`src/rtl/mult_rr_sequencer_pkg.sv`:
```
`default_nettype none
// ============================================================================
// Module      : mult_rr_sequencer_pkg
// Description : Shared definitions for the two-requester shift-add multiplier
//               sequencer. Holds the state encoding and the requester IDs.
// Revision    : 1.0 - initial release
// ============================================================================
package mult_rr_sequencer_pkg;

    // State encoding
    localparam logic [2:0] c_ST_IDLE  = 3'd0;
    localparam logic [2:0] c_ST_LOAD  = 3'd1;
    localparam logic [2:0] c_ST_ADD   = 3'd2;
    localparam logic [2:0] c_ST_SHIFT = 3'd3;
    localparam logic [2:0] c_ST_DONE  = 3'd4;

    typedef enum logic [2:0] {
        ST_IDLE  = c_ST_IDLE,
        ST_LOAD  = c_ST_LOAD,
        ST_ADD   = c_ST_ADD,
        ST_SHIFT = c_ST_SHIFT,
        ST_DONE  = c_ST_DONE
    } state_t;

    // Requester identifiers
    localparam logic c_REQ0 = 1'b0;
    localparam logic c_REQ1 = 1'b1;

endpackage : mult_rr_sequencer_pkg
`default_nettype wire

```
`src/rtl/mult_rr_sequencer_rr_arb2.sv`:
```
`default_nettype none
// ============================================================================
// Module      : rr_arb2
// Description : Combinational two-way round-robin picker. When both inputs
//               are eligible the pointer decides; otherwise the single
//               eligible requester wins. The pointer register lives in the
//               parent.
// Ports       : eligible[1:0] - eligible requesters
//               ptr           - preferred requester on a tie
//               valid         - at least one requester eligible
//               winner        - selected requester ID (meaningful if valid)
// Revision    : 1.0 - initial release
// ============================================================================
module rr_arb2 (
    input  logic [1:0] eligible,
    input  logic       ptr,
    output logic       valid,
    output logic       winner
);
    import mult_rr_sequencer_pkg::*;

    always_comb begin
        valid  = |eligible;
        winner = c_REQ0;
        if (&eligible) begin
            winner = ptr;
        end else if (eligible[1]) begin
            winner = c_REQ1;
        end
    end

endmodule : rr_arb2
`default_nettype wire

```
`src/rtl/mult_rr_sequencer.sv`:
```
`default_nettype none
// ============================================================================
// Module      : mult_rr_sequencer
// Description : Round-robin controller sharing one shift-add SIZE x SIZE
//               multiplier datapath between two requesters. Latches the
//               winner's ROM addresses, sequences LOAD / ADD / SHIFT, then
//               captures the product and pulses done for the owner.
// Ports       : clk            - system clock (5 MHz domain)
//               reset          - asynchronous active-low reset
//               req[1:0]       - level requests
//               mcand_addrN    - multiplicand ROM address of requester N
//               mplier_addrN   - multiplier ROM address of requester N
//               lsb            - accumulator bit 0
//               count_done     - datapath counter == SIZE-1
//               product        - accumulator product bits
//               dp_load/add/shift/cnt_up - datapath strobes
//               m_sel, rom_addr - ROM half select and full ROM address
//               grant, done    - per-requester one-cycle pulses
//               result         - last completed product
//               busy, owner    - activity flag and current/last owner
// Revision    : 1.0 - initial release
// ============================================================================
module mult_rr_sequencer #(
    parameter int SIZE   = 4,
    parameter int ADDR_W = 4
) (
    input  logic                clk,
    input  logic                reset,
    input  logic [1:0]          req,
    input  logic [ADDR_W-1:0]   mcand_addr0,
    input  logic [ADDR_W-1:0]   mplier_addr0,
    input  logic [ADDR_W-1:0]   mcand_addr1,
    input  logic [ADDR_W-1:0]   mplier_addr1,
    input  logic                lsb,
    input  logic                count_done,
    input  logic [2*SIZE-1:0]   product,
    output logic                dp_load,
    output logic                add,
    output logic                shift,
    output logic                cnt_up,
    output logic                m_sel,
    output logic [ADDR_W:0]     rom_addr,
    output logic [1:0]          grant,
    output logic [1:0]          done,
    output logic [2*SIZE-1:0]   result,
    output logic                busy,
    output logic                owner
);
    import mult_rr_sequencer_pkg::*;

    state_t              r_state;
    state_t              w_state_nxt;
    logic                r_owner;
    logic                r_ptr;
    logic [ADDR_W-1:0]   r_mcand;
    logic [ADDR_W-1:0]   r_mplier;
    logic [1:0]          r_done;
    logic [2*SIZE-1:0]   r_result;

    logic [1:0]          w_eligible;
    logic                w_pick;
    logic                w_winner;
    logic [1:0]          w_grant;

    // A requester is masked during its own done cycle so a still-high
    // req is not mistaken for a new job.
    assign w_eligible = req & ~r_done;

    rr_arb2 u_arb (
        .eligible (w_eligible),
        .ptr      (r_ptr),
        .valid    (w_pick),
        .winner   (w_winner)
    );

    always_ff @(posedge clk or negedge reset) begin
        if (!reset) begin
            r_state  <= ST_IDLE;
            r_owner  <= c_REQ0;
            r_ptr    <= c_REQ0;
            r_mcand  <= '0;
            r_mplier <= '0;
            r_done   <= 2'b00;
            r_result <= '0;
        end else begin
            r_state <= w_state_nxt;
            r_done  <= 2'b00;
            if (r_state == ST_IDLE && w_pick) begin
                r_owner  <= w_winner;
                r_mcand  <= w_winner ? mcand_addr1  : mcand_addr0;
                r_mplier <= w_winner ? mplier_addr1 : mplier_addr0;
            end
            if (r_state == ST_DONE) begin
                r_result         <= product;
                r_done[r_owner]  <= 1'b1;
                r_ptr            <= ~r_owner;
            end
        end
    end

    always_comb begin
        w_state_nxt = r_state;
        dp_load     = 1'b0;
        add         = 1'b0;
        shift       = 1'b0;
        cnt_up      = 1'b0;
        m_sel       = 1'b0;
        w_grant     = 2'b00;
        case (r_state)
            ST_IDLE: begin
                if (w_pick) begin
                    w_grant[w_winner] = 1'b1;
                    w_state_nxt       = ST_LOAD;
                end
            end
            ST_LOAD: begin
                dp_load     = 1'b1;
                m_sel       = 1'b1;
                w_state_nxt = ST_ADD;
            end
            ST_ADD: begin
                add         = lsb;
                w_state_nxt = ST_SHIFT;
            end
            ST_SHIFT: begin
                shift       = 1'b1;
                cnt_up      = 1'b1;
                w_state_nxt = count_done ? ST_DONE : ST_ADD;
            end
            ST_DONE: begin
                w_state_nxt = ST_IDLE;
            end
            default: begin
                w_state_nxt = ST_IDLE;
            end
        endcase
    end

    // grant is decoded from live req; force it low while reset is held so
    // every output reads zero during reset.
    always_comb begin
        grant    = w_grant & {2{reset}};
        rom_addr = {m_sel, (m_sel ? r_mplier : r_mcand)};
        busy     = (r_state != ST_IDLE);
        owner    = r_owner;
        done     = r_done;
        result   = r_result;
    end

endmodule : mult_rr_sequencer
`default_nettype wire

```
`config.mk`:
```
export PLATFORM = sky130hd
export DESIGN_NAME = mult_rr_sequencer
export DESIGN_NICKNAME = d
export VERILOG_FILES = /design/src/rtl/mult_rr_sequencer_pkg.sv /design/src/rtl/mult_rr_sequencer_rr_arb2.sv /design/src/rtl/mult_rr_sequencer.sv
export SDC_FILE = /design/constraint.sdc
export NUM_CORES = 1
export LEC_CHECK = 0
export ABC_AREA = 1
export ABC_CLOCK_PERIOD_IN_PS = 1300
export CORE_MARGIN = 1
export CORE_UTILIZATION = 58
export CTS_BUF_LIST = sky130_fd_sc_hd__clkbuf_4 sky130_fd_sc_hd__clkbuf_8
export DETAILED_ROUTE_END_ITERATION = 6
export DONT_BUFFER_PORTS = 1
export PLACE_DENSITY = 0.74
export RECOVER_POWER = 25
export SYNTH_ARGS = -nofsm -noshare
export SYNTH_HDL_FRONTEND = slang
export SYNTH_SLANG_ARGS = --single-unit
```
`constraint.sdc`:
```
create_clock -name clk -period 1.3 [get_ports clk]
set_input_delay 0.26 -clock clk [delete_from_list [all_inputs] [get_ports clk]]
set_output_delay 0.26 -clock clk [all_outputs]
set_load 0.1 [all_outputs]
```
==> results of run 1 <==
-- logic make-up after synthesis --
kind of cell,Yosys count,share of synthesized area (%)
buf+inv,19,8.22
simple gates,107,40.8
flops,23,48.5
compound gates,3,2.53
-- through the flow --
stage | TNS, ps | utilization, % | instance area (sq um) | std cells | hold slack [ps]
after floorplan | -5870 | - | 1360 | 152 | -35.6
after global placement | -1130 | 89.1 | 1730 | 203 | -35.1
after detailed placement | -1540 | 89.1 | 1730 | 203 | -35.0
==> results.json, run 1 <==
{
  "synth_area_sq_mm": 0.00119,
  "synth_top_cell_area_share_pct": 48.5,
  "clockBufferDepth": 2,
  "synth_top_flop_cell": "dfrtp_1",
  "synth_edf_count": 0,
  "die_w_um": 47.2,
  "htree_levels": 1,
  "syn_avg_cell_area_sq_um": 7.81,
  "place_hpwl_um": 2350,
  "status": "did not finish",
  "rows": 16,
  "synth_top_area_cell": "dfrtp_1",
  "start_util_pct": 61.1,
  "gp_congestion": 0.768,
  "postCtsSetupBuffers": 8,
  "yosys-top-cells-count": "nand2_1, dfrtp_1, nand3_1",
  "syn_inst": 152,
  "synthTopCellsByArea": "dfrtp_1, nand2_1, nand3_1, inv_1, buf_4",
  "ys_ff_latch": 23,
  "io_pins": 54,
  "clkSinkCount": 23,
  "yosysSeqAreaShare_pct": 48.5,
  "ctsHoldBuffers": 1,
  "port-buffer-count": 0,
  "async_reset_ff_share_pct": 100,
  "ys_warn_count": 0,
  "synth_fp_nets": 182,
  "haltStage": "clock tree synthesis (4_1_cts)",
  "synth.most_common_cell": "nand2_1",
  "cts_buffers": 3,
  "ys_types": 19,
  "ctsResizeCount": 23,
  "clockRootBuffer": "clkbuf_4",
  "fp.dieH_um": 47.2,
  "place_ws_ps": -196,
  "firstError": "[ERROR DPL-0033] detailed placement checks failed during check placement."
}
==> inputs of run 2 (changes only) <==
- CORE_AREA: default -> 2 2 63 65
- CORE_MARGIN: 1 -> default
- CORE_UTILIZATION: 58 -> default
- CTS_BUF_LIST: sky130_fd_sc_hd__clkbuf_4 sky130_fd_sc_hd__clkbuf_8 -> default
- DIE_AREA: default -> 0 0 65 67
- PLACE_DENSITY: 0.74 -> default
- PLACE_DENSITY_LB_ADDON: default -> 0.15
==> results.json, run 2 <==
{
  "status": "complete, but fails checks",
  "violations": "negative setup slack",
  "grt_antenna_before_repair": 0,
  "final_common_cell": "nand2_1",
  "synth.most_common_cell": "nand2_1",
  "fp.dieH_um": 67,
  "final_cell_mix": "nand2_1, nand3_1, dfrtp_1",
  "largest_reg_flops": 8,
  "clockBufferDepth": 2,
  "tns_ps": -3890,
  "place_hpwl_um": 2230,
  "cts_buffers": 3,
  "die_w_um": 65,
  "wirelength_um": 2960,
  "synth_top_flop_cell": "dfrtp_1",
  "setup_viol": 13,
  "synth_fp_nets": 182,
  "synth_top_cell_area_share_pct": 48.5,
  "grt_pass1_wl_um": 5030,
  "die_area_sq_mm": 0.00436,
  "num_vias": 1087,
  "ys_ff_latch": 23,
  "htree_levels": 1,
  "synth_top_area_cell": "dfrtp_1",
  "post-route-min-period_ps": 1700,
  "syn_inst": 152,
  "async_reset_ff_share_pct": 100,
  "wire_per_inst_um": 12.5,
  "drtIter0Drc": 41,
  "track_usage_pct": 15.3,
  "finalNetCount": 219,
  "port-buffer-count": 0,
  "fin_hold_ws_ps": 135,
  "slew_viol_final": 0,
  "syn_avg_cell_area_sq_um": 7.81,
  "setup_ws_ps": -402,
  "worstMarginPinSlew_ps": 1260,
  "drc": 0,
  "synth_area_sq_mm": 0.00119,
  "gp_congestion": 0.740,
  "drt_first_pass_iters": 5,
  "clockRootBuffer": "clkbuf_8",
  "clkSinkCount": 23,
  "critPathMaxFanout": 4,
  "synthTopCellsByArea": "dfrtp_1, nand2_1, nand3_1, inv_1, buf_4",
  "rsz0062_at_grt": "true",
  "syn2layout_area_growth_pct": 68.5,
  "synth_edf_count": 0,
  "drtAntennaViolNets": 0,
  "fin_skew_ps": 3.24,
  "yosysSeqAreaShare_pct": 48.5,
  "grt.overflow.total": 0,
  "ys_warn_count": 0,
  "num_antenna_cells": 0,
  "arrival_ps": 1440,
  "endpoint_kind": "output pin",
  "regToRegSetupSlack_ps": 20,
  "grt_max_degree": 24,
  "coreArea_sq_mm": 0.00361,
  "cts_tree": "done",
  "worstSkewPairLatency_ps": 260,
  "start_util_pct": 32.9,
  "cap_violations": 0,
  "drive_gt1_share_pct": 44.1,
  "clk_pin_slew_worst_paths_ps": 80,
  "first_global_vias": 1105,
  "min_path_type": "primary input to flop",
  "io_pins": 54,
  "timing.final.crit_share_pct": 131,
  "cp-start-kind": "flop",
  "max_slew_margin_pct": 15.7,
  "yosys-top-cells-count": "nand2_1, dfrtp_1, nand3_1",
  "viasPerCell": 4.61,
  "cp.required_ps": 1040,
  "rows": 22,
  "crit_type": "flop to output pin",
  "ys_types": 19,
  "final_core_utilization_pct": 55.5,
  "n_fill_cell": 321,
  "fmax_mhz": 587,
  "finalHoldViolations": 0
}
==> run 2: cell counts after synthesis <==
Identical to the previous run, type by type.
==> run 2: cell families (layout without fill, tap and decap cells) <==
| family | Yosys count | count (layout) | synth area share (%) |
|---|---|---|---|
| simple gates | 107 | 107 | 40.8 |
| flops | 23 | 23 | 48.5 |
| buf+inv | 19 | 55 | 8.22 |
| compound gates | 3 | 3 | 2.53 |
==> run 2: path summary, 6_finish.rpt <==
path | start | endpoint | depth (start not counted)
worst max-delay path | r_state[0] | grant[0] | 5
worst min-delay path | count_done | r_state[2] | 2
worst max register to register | r_state[0] | r_ptr | 6
worst min register to register | r_mcand[1] | r_mcand[1] | 2
max in group asynchronous | reset | done[0] | 1
min in group asynchronous | reset | result[4] | 1
==> run 2: layer usage <==
layer / share of wire [%] / global-route usage (%) / wire [um] / vias up
met3: 5.3 / 3.89 / 158 / 4
met2: 52 / 26.2 / 1520 / 34
met5: 0 / 0 / 0 / -
met1: 41 / 17.7 / 1220 / 510
met4: 1.9 / 7.98 / 57 / 0
li1: - / - / - / 539
==> run 2: what timing repair did <==
action                                  CTS  global route
resized for setup                        17            16
cloned                                    0             0
hold buffers                              1             0
hold endpoints to repair                 23             0
pin swaps                                 9             8
endpoints found under the setup margin   14            47
buffers inserted                          5             3
==> run 2: cell type report <==
class                           count  area, sq um  area share, %
Multi-Input combinational cell    110          721           36.0
Sequential cell                    23          587           29.3
Timing Repair Buffer               38          523           26.1
Inverter                           13         65.1           3.25
Tap cell                           48         60.1           3.00
Clock buffer                        4         45.0           2.25
==> run 2: metrics by stage <==
step / setup slack (ps) / instances / instance area (sq um)
2_1_floorplan: -747 / 152 / 1360
3_3_place_gp: -150 / 225 / 1770
3_5_place_dp: -167 / 225 / 1770
4_1_cts: -416 / 233 / 1920
5_1_grt: -473 / 236 / 2000
6_report: -402 / 236 / 2000
==> run 2: worst max-delay path, cell delays in order (launching register included) <==
cell     delay, ps
dfrtp_2        460
nor2_4         150
buf_4          140
nand3_4         80
nor3_4         160
buf_12         200
Power of run 2 is left out: the tool's default activity adds up to more than one toggle a clock period on the data nets, which glitch-free logic cannot reach.
==> inputs of run 3 (changes only) <==
- ABC_CLOCK_PERIOD_IN_PS: 1300 -> default
- HOLD_SLACK_MARGIN: default -> 0.05
==> results of run 3 <==
The final DEF is identical to that of run 2; final timing and power are the same.
Power of run 3 is left out for the same reason.
==> inputs of run 4 (changes only) <==
- SLEW_MARGIN: default -> 20
==> results.json, run 4 (synthesis gave the netlist of run 2 again) <==
{
  "htree_levels": 1,
  "rsz0062_at_grt": "true",
  "min_delay_path_depth": 2,
  "regToRegSetupSlack_ps": 20,
  "timing.final.crit_share_pct": 131,
  "start_util_pct": 32.9,
  "hp-start": "count_done",
  "num_vias": 1092,
  "grt_antenna_before_repair": 0,
  "clockBufferDepth": 2,
  "fin_hold_ws_ps": 135,
  "max_slew_margin_pct": 60.5,
  "min_path_type": "primary input to flop",
  "crit_type": "flop to output pin",
  "io_pins": 54,
  "wirelength_um": 2980,
  "dp.cells": 225,
  "wire_per_inst_um": 12.6,
  "grt_max_degree": 24,
  "grt.overflow.total": 0,
  "drt_first_pass_iters": 6,
  "largest_reg_flops": 8,
  "gp_congestion": 0.740,
  "track_usage_pct": 15.3,
  "final_core_utilization_pct": 55.8,
  "fmax_mhz": 587,
  "whs_endpoint": "r_state[2]",
  "syn2layout_area_growth_pct": 69.4,
  "drive_gt1_share_pct": 44.4,
  "finalHoldViolations": 0,
  "clkSinkCount": 23,
  "r2r-end": "r_ptr",
  "viasPerCell": 4.61,
  "n_fill_cell": 320,
  "r2r_cells": 6,
  "worstMarginPinSlew_ps": 593,
  "timing.rr.start": "r_state[0]",
  "cap_violations": 0,
  "rows": 22,
  "multiInputGateArea_sq_um": 721,
  "worstSkewPairLatency_ps": 260,
  "cts_buffers": 3,
  "drc": 0,
  "violations": "negative setup slack",
  "grt_pass1_wl_um": 5030,
  "finalNetCount": 220,
  "setup_viol": 13,
  "cp.required_ps": 1040,
  "die_w_um": 65,
  "first_global_vias": 1105,
  "endpoint_kind": "output pin",
  "post-route-min-period_ps": 1700,
  "port-buffer-count": 0,
  "die_area_sq_mm": 0.00436,
  "clk_pin_slew_worst_paths_ps": 80,
  "crit_start": "r_state[0]",
  "coreArea_sq_mm": 0.00361,
  "cts_tree": "done",
  "slew_viol_final": 0,
  "final_cell_mix": "nand2_1, nand3_1, dfrtp_1",
  "num_antenna_cells": 0,
  "fin_cells": 237,
  "place_hpwl_um": 2230,
  "setup_ws_ps": -402,
  "fp.dieH_um": 67,
  "critPathMaxFanout": 4,
  "status": "complete, but fails checks",
  "tns_ps": -3890,
  "drtIter0Drc": 28,
  "clockRootBuffer": "clkbuf_8",
  "cp-start-kind": "flop",
  "ff_latch_area_sq_um": 587,
  "final_common_cell": "nand2_1",
  "arrival_ps": 1440,
  "drtAntennaViolNets": 0,
  "fin_skew_ps": 3.11
}
## run 4: layout make-up
| class | instances | share of cell area [%] |
|---|---|---|
| clock buffer | 4 | 2.24 |
| sequential | 23 | 29.2 |
| multi-input combinational | 110 | 35.8 |
| inverter | 13 | 3.23 |
| tap | 48 | 2.99 |
| timing repair buffer | 39 | 26.6 |
## run 4: repair_timing
action	in CTS	in global routing
setup endpoints to repair	14	24
pin swaps	9	8
setup buffers	5	3
hold buffers	1	1
gates resized for setup	17	15
hold endpoints to repair	23	23
## run 4: worst max-delay path by stage
stage | endpoint | slack (ps)
after detailed placement | grant[1] | -170
after global routing | grant[1] | -470
final | grant[0] | -400
after global placement | grant[1] | -150
after CTS | grant[0] | -420
after floorplan | grant[0] | -750
## run 4: per-stage QoR
stage / area, sq um / setup slack [ps]
floorplan: 1360 / -747
global placement: 1770 / -150
detailed placement: 1770 / -167
CTS: 1920 / -416
global route: 2010 / -473
finish: 2010 / -402
## run 4: per-layer routing
layer,GRT usage (%),wire [um],vias up
li1,-,-,542
met1,17.7,1230,514
met2,26.2,1530,32
met3,3.89,159,4
met4,7.98,57,0
met5,0,0,-
## run 4: worst max-delay path, cell delays in order (launching register included)
cell and delay (ps):
dfrtp_2 460, nor2_4 150, buf_4 140, nand3_4 80, nor3_4 160, buf_12 200
Power of run 4 is left out for the same reason.
